$ cat src/rtl/instr_fetch.sv
// Instruction-fetch stage: owns the PC, issues one I-mem read at a time and
// hands each returned instruction to decode under a valid/ready handshake.
module instr_fetch #(
  parameter logic [63:0] RESET_PC = 64'h8000_0000
) (
  input  logic        clk,
  input  logic        reset,
  output logic        ireq_valid,
  output logic [63:0] ireq_addr,
  input  logic        iresp_data_ok,
  input  logic [31:0] iresp_data,
  output logic        out_valid,
  output logic [31:0] out_raw_instr,
  output logic [63:0] out_pc,
  input  logic        out_ready,
  input  logic        redirect_valid,
  input  logic [63:0] redirect_pc
);

  typedef enum logic [1:0] {
    S_REQ,
    S_FLUSH,
    S_WAIT_OUT
  } state_e;

  state_e      state_q, state_d;
  logic [63:0] pc_q, pc_d;
  logic [63:0] pending_pc_q, pending_pc_d;
  logic        out_valid_q, out_valid_d;
  logic [31:0] out_raw_instr_q, out_raw_instr_d;
  logic [63:0] out_pc_q, out_pc_d;
  logic [63:0] redirect_aligned;

  assign redirect_aligned = {redirect_pc[63:2], 2'b00};

  always_comb begin
    state_d         = state_q;
    pc_d            = pc_q;
    pending_pc_d    = pending_pc_q;
    out_valid_d     = out_valid_q;
    out_raw_instr_d = out_raw_instr_q;
    out_pc_d        = out_pc_q;
    case (state_q)
      S_REQ: begin
        if (iresp_data_ok) begin
          if (redirect_valid) begin
            pc_d = redirect_aligned;
          end else begin
            out_valid_d     = 1'b1;
            out_raw_instr_d = iresp_data;
            out_pc_d        = pc_q;
            pc_d            = pc_q + 64'd4;
            state_d         = S_WAIT_OUT;
          end
        end else if (redirect_valid) begin
          // Request address must stay put until the old response returns.
          pending_pc_d = redirect_aligned;
          state_d      = S_FLUSH;
        end
      end
      S_FLUSH: begin
        if (iresp_data_ok) begin
          pc_d    = redirect_valid ? redirect_aligned : pending_pc_q;
          state_d = S_REQ;
        end else if (redirect_valid) begin
          pending_pc_d = redirect_aligned;
        end
      end
      S_WAIT_OUT: begin
        if (redirect_valid) begin
          out_valid_d = 1'b0;
          pc_d        = redirect_aligned;
          state_d     = S_REQ;
        end else if (out_ready) begin
          out_valid_d = 1'b0;
          state_d     = S_REQ;
        end
      end
      default: state_d = S_REQ;
    endcase
  end

  always_ff @(posedge clk or posedge reset) begin
    if (reset) begin
      state_q         <= S_REQ;
      pc_q            <= RESET_PC;
      pending_pc_q    <= '0;
      out_valid_q     <= 1'b0;
      out_raw_instr_q <= '0;
      out_pc_q        <= '0;
    end else begin
      state_q         <= state_d;
      pc_q            <= pc_d;
      pending_pc_q    <= pending_pc_d;
      out_valid_q     <= out_valid_d;
      out_raw_instr_q <= out_raw_instr_d;
      out_pc_q        <= out_pc_d;
    end
  end

  assign ireq_valid    = (state_q != S_WAIT_OUT) && !reset;
  assign ireq_addr     = pc_q;
  assign out_valid     = out_valid_q;
  assign out_raw_instr = out_raw_instr_q;
  assign out_pc        = out_pc_q;

endmodule

$ cat config.mk
export PLATFORM = sky130hd
export DESIGN_NAME = instr_fetch
export DESIGN_NICKNAME = d
export VERILOG_FILES = /design/src/rtl/instr_fetch.sv
export SDC_FILE = /design/constraint.sdc
export NUM_CORES = 1
export LEC_CHECK = 0
export BUFFER_PORTS_ARGS = -buffer_cell sky130_fd_sc_hd__buf_4
export CAP_MARGIN = 30
export CELL_PAD_IN_SITES_DETAIL_PLACEMENT = 1
export CELL_PAD_IN_SITES_GLOBAL_PLACEMENT = 2
export CORE_MARGIN = 2
export CORE_UTILIZATION = 37
export DETAILED_ROUTE_END_ITERATION = 10
export GPL_TIMING_DRIVEN = 0
export PLACE_DENSITY = 0.86
export SLEW_MARGIN = 20
export SYNTH_ARGS = -nofsm -noshare
export SYNTH_HDL_FRONTEND = slang
export SYNTH_SLANG_ARGS = --single-unit
$ cat constraint.sdc
create_clock -name clk -period 19.7 [get_ports clk]
set_input_delay 3.94 -clock clk [delete_from_list [all_inputs] [get_ports clk]]
set_output_delay 3.94 -clock clk [all_outputs]
set_load 0.1 [all_outputs]
==> After elaboration in Yosys (flattened, before gate mapping) <==
Cells that the tools add are included.
{ "word_totals": {"ff_bits": 227, "in_bits": 101, "output_inout_bits": 162, "word_cells": 48} }
{ "classes": {"add_sub_neg": 1, "n_eq_ne": 10, "muxes": 18, "bitwise_logic": 2, "reduce_logical": 11} }
{ "op_table": {"columns": ["op", "count"], "rows": [
  ["$mux W64", 5],
  ["$pmux W64 S3", 1],
  ["$add A64 B3 Y64 const B", 1],
  ["$mux W2", 6],
  ["$reduce_and A4 Y1", 3],
  ["$ne A2 B2 Y1 const B", 5],
  ["$ne A3 B3 Y1 const B", 3],
  ["$pmux W2 S3", 1],
  ["$mux W1", 4],
  ["$reduce_and A3 Y1", 1],
  ["$reduce_bool A3 Y1", 1],
  ["$eq A2 B1 Y1 const B", 1],
  ["$eq A2 B2 Y1 const B", 1],
  ["$logic_not A2 Y1", 1],
  ["$not A1 Y1", 2],
  ["$pmux W1 S2", 1],
  ["$reduce_and A2 Y1", 1],
  ["$reduce_bool A2 Y1", 1],
  ["$reduce_or A2 Y1", 1],
  ["$logic_and A1 B1 Y1", 1],
  ["$logic_not A1 Y1", 1]
]} }

==> Depth between registers and ports, before layout <==
{ "depth": {"depth_word": 4, "mapped_depth": 11, "mapped_depth_nobuf": 7} }

==> Least setup slack after synthesis <==
Ideal clock, no wire load.
{ "synth_timing": {"path_type": "input to output", "start": "input reset", "end": "output ireq_valid", "t_arrival_ns": 5.191, "path_slack_ns": 10.569, "path_stages": 1, "path_cell_list": "nor2_1"} }
{ "synth_via": {"elab_chain_cells": 2} }
{ "synth_rtl": {"columns": ["element", "line", "rtl"], "rows": [
  ["start: declaration", "7", "input logic reset,"],
  ["$logic_not A1 Y1", "101", "assign ireq_valid = (state_q != S_WAIT_OUT) && !reset;"],
  ["$logic_and A1 B1 Y1", "101", null],
  ["end: declaration", "8", "output logic ireq_valid,"]
]} }
No other way between the ends.

==> Worst setup path after layout <==
Ends and elaborated chain as after synthesis.

==> qor.csv <==
metric;value;unit
initial antenna violation count;2;
global placer's final weighted congestion;0.885;
first-pass GRT wire length;74.1;mm
Setup TNS;0;ps
post-synthesis sequential area ratio;47.2;%
DRC;0;
worst slew pin tran;1020;ps
syn_nets;1261;
post-synth top area share;47.0;%
Routed WL;50.0;mm
status;finished, final reports clean;
# setup viols final;0;
CP Data Arrival Time;4470;ps
hold path cells;2;
crit path time final;8410;ps
first-pass iteration count of the detailed router;8;
Final Slew Violations;0;
area grow syn2layout;29.1;%
Die Width;184;µm
HPWL Detailed;35.5;mm
htree depth;1;
total track usage;29.1;%
WL/cell;26.2;µm
clk_lat worst skew;560;ps
Rows;66;
largest net degree at the start of global routing;96;
Gates resized, CTS repair;0;
port bufs;259;
Post-Synthesis Cells;1155;
CTS root buf;clkbuf_16;
largest cells by area after synthesis;dfrtp_1, mux2_2, a221oi_1;
Clock transition at path regs;60;ps
fmax;0.119;GHz
RSZ-0062 raised after global routing;false;
CTS Hold Bufs;0;
number of flops mapped to enable cells by yosys;0;
Slew HR;32.2;%
synth warn;0;
Detail Route Antenna Nets;0;
layout cell share with drive strength beyond 1;33.4;%
Fin. Hold Viols;0;
Hold Path Class;reg -> reg;
GRT overflow;0;
cts bufs inserted;28;
fin nets;1555;
# IOs;263;
Synth top cells by count;dfrtp_1, mux2_2, nand2_1;
Vias/cell;6.03;
Yosys reg bits;227;
Mapped Area;0.0120;mm²
Yosys top cell by area;dfrtp_1;
Worst Clk Skew;17.8;ps
MaxCap Viol Count;0;
post-route setup slack;11290;ps
core area;0.0323;mm²
period utilisation layout;42.7;%
count leader, synth;dfrtp_1;
pre-CTS WS;11280;ps
full die area;0.0340;mm²
Synth cell types;70;
crit path max fanout;2;
R2R cell count;10;
CTS tree;built;
ys flop type;dfrtp_1;
Initial Util;37.3;%
DR iter-0 viols;842;
Clock Sink Count;227;
Worst setup SP type;input port;
vias in the first global route;11800;
Post CTS Setup Buffer Count;0;
die height;184;µm
CTS max path bufs;3;
Async S/R FF share, synth;100;%
Crit. End Element;output pin;
Req. time, crit path;15760;ps
via count;11500;
syn_area_per_cell;10.4;µm²
kind of critical path;in -> out;
final cells by class:
type,instances,area [µm²]
diodes,2,5.00
plain buffers,98,383
clock buffers,41,811
clock inverters,8,96.3
fillers,3602,16700
inverters,24,97.6
multi-input cells,806,5900
flip-flops and latches,227,5680
well taps,442,553
repair buffers,264,2020
placed cells by master, fill, tap and decap left out, types with 7 or more instances in the layout:
master     netlist  layout
a22o_1          16      16
and3_1          15      15
a211oi_1        17      17
nand2_1         84      84
nand4_1         27      27
and2_1           8       8
clkbuf_1        70      77
a22oi_1         15      15
clkbuf_16        0      29
buf_1           19      19
nor4_1          18      17
nand3_1         33      33
o31ai_1         24      24
a221oi_1        44      44
a21oi_1         55      55
buf_2            8      10
mux2_2         152     152
nor2_1          51      51
o31a_1           9       9
buf_4            1     261
nor3_1          23      22
o21ai_0         57      57
a221o_1          9       9
or3_1            7       7
inv_1           23      22
mux2i_1          7       7
dfrtp_1        226     226
or4_1            7       7
and4_1          14      14
o2bb2ai_1        7       7
routing by layer:
metal	share of wire, %	GRT usage (%)	wire length, µm
met4	4.4	12.6	2190
met3	7.8	5.45	3920
met5	0	0	0
met1	42	38.4	20900
met2	46	46.8	23000
state kept, by name, summed over array words and instances, names as in the netlist:
signal / count
out_raw_instr: 32
ireq_addr: 64
state_q: 2
pending_pc_q: 64
out_valid: 1
out_pc: 64
path summary, 6_finish.rpt:
kind,end,startpoint,slack [ps]
setup / recovery,ireq_valid,reset,11290
hold / removal,out_pc[50],out_pc[50],490
setup reg to reg,ireq_addr[10],state_q[0],15950
hold reg to reg,out_pc[50],out_pc[50],490
max in group asynchronous,ireq_addr[18],reset,15040
min in group asynchronous,out_raw_instr[7],reset,3410
critical path, stage by stage:
cell and delay (ps):
buf_4 130, nor2_1 80, buf_4 310
kinds of logic (layout without fill, tap and decap cells):
kind of cell    Yosys count  count (layout)  synth area share [%]
xor+xnor                  6               6                 0.437
buf+inv                 122             435                  3.92
mux                     159             159                  14.8
fa+ha+maj                 5               5                 0.520
compound gates          317             317                  19.1
simple gates            319             319                  14.1
other cells               0               2                     0
flops                   227             227                  47.2
through the flow:
step	util, %	hold slack [ps]	cell area, µm²	instances
4_1_cts	48.1	488	15500	1909
3_5_place_dp	45.3	471	14600	1860
6_report	48.1	488	15500	1912
2_1_floorplan	-	451	12000	1155
5_1_grt	48.1	503	15500	1912
3_3_place_gp	45.0	465	14500	1856
Power is not shown: default switching activity piles up to over one toggle a cycle in this logic, so the estimate is an artifact.
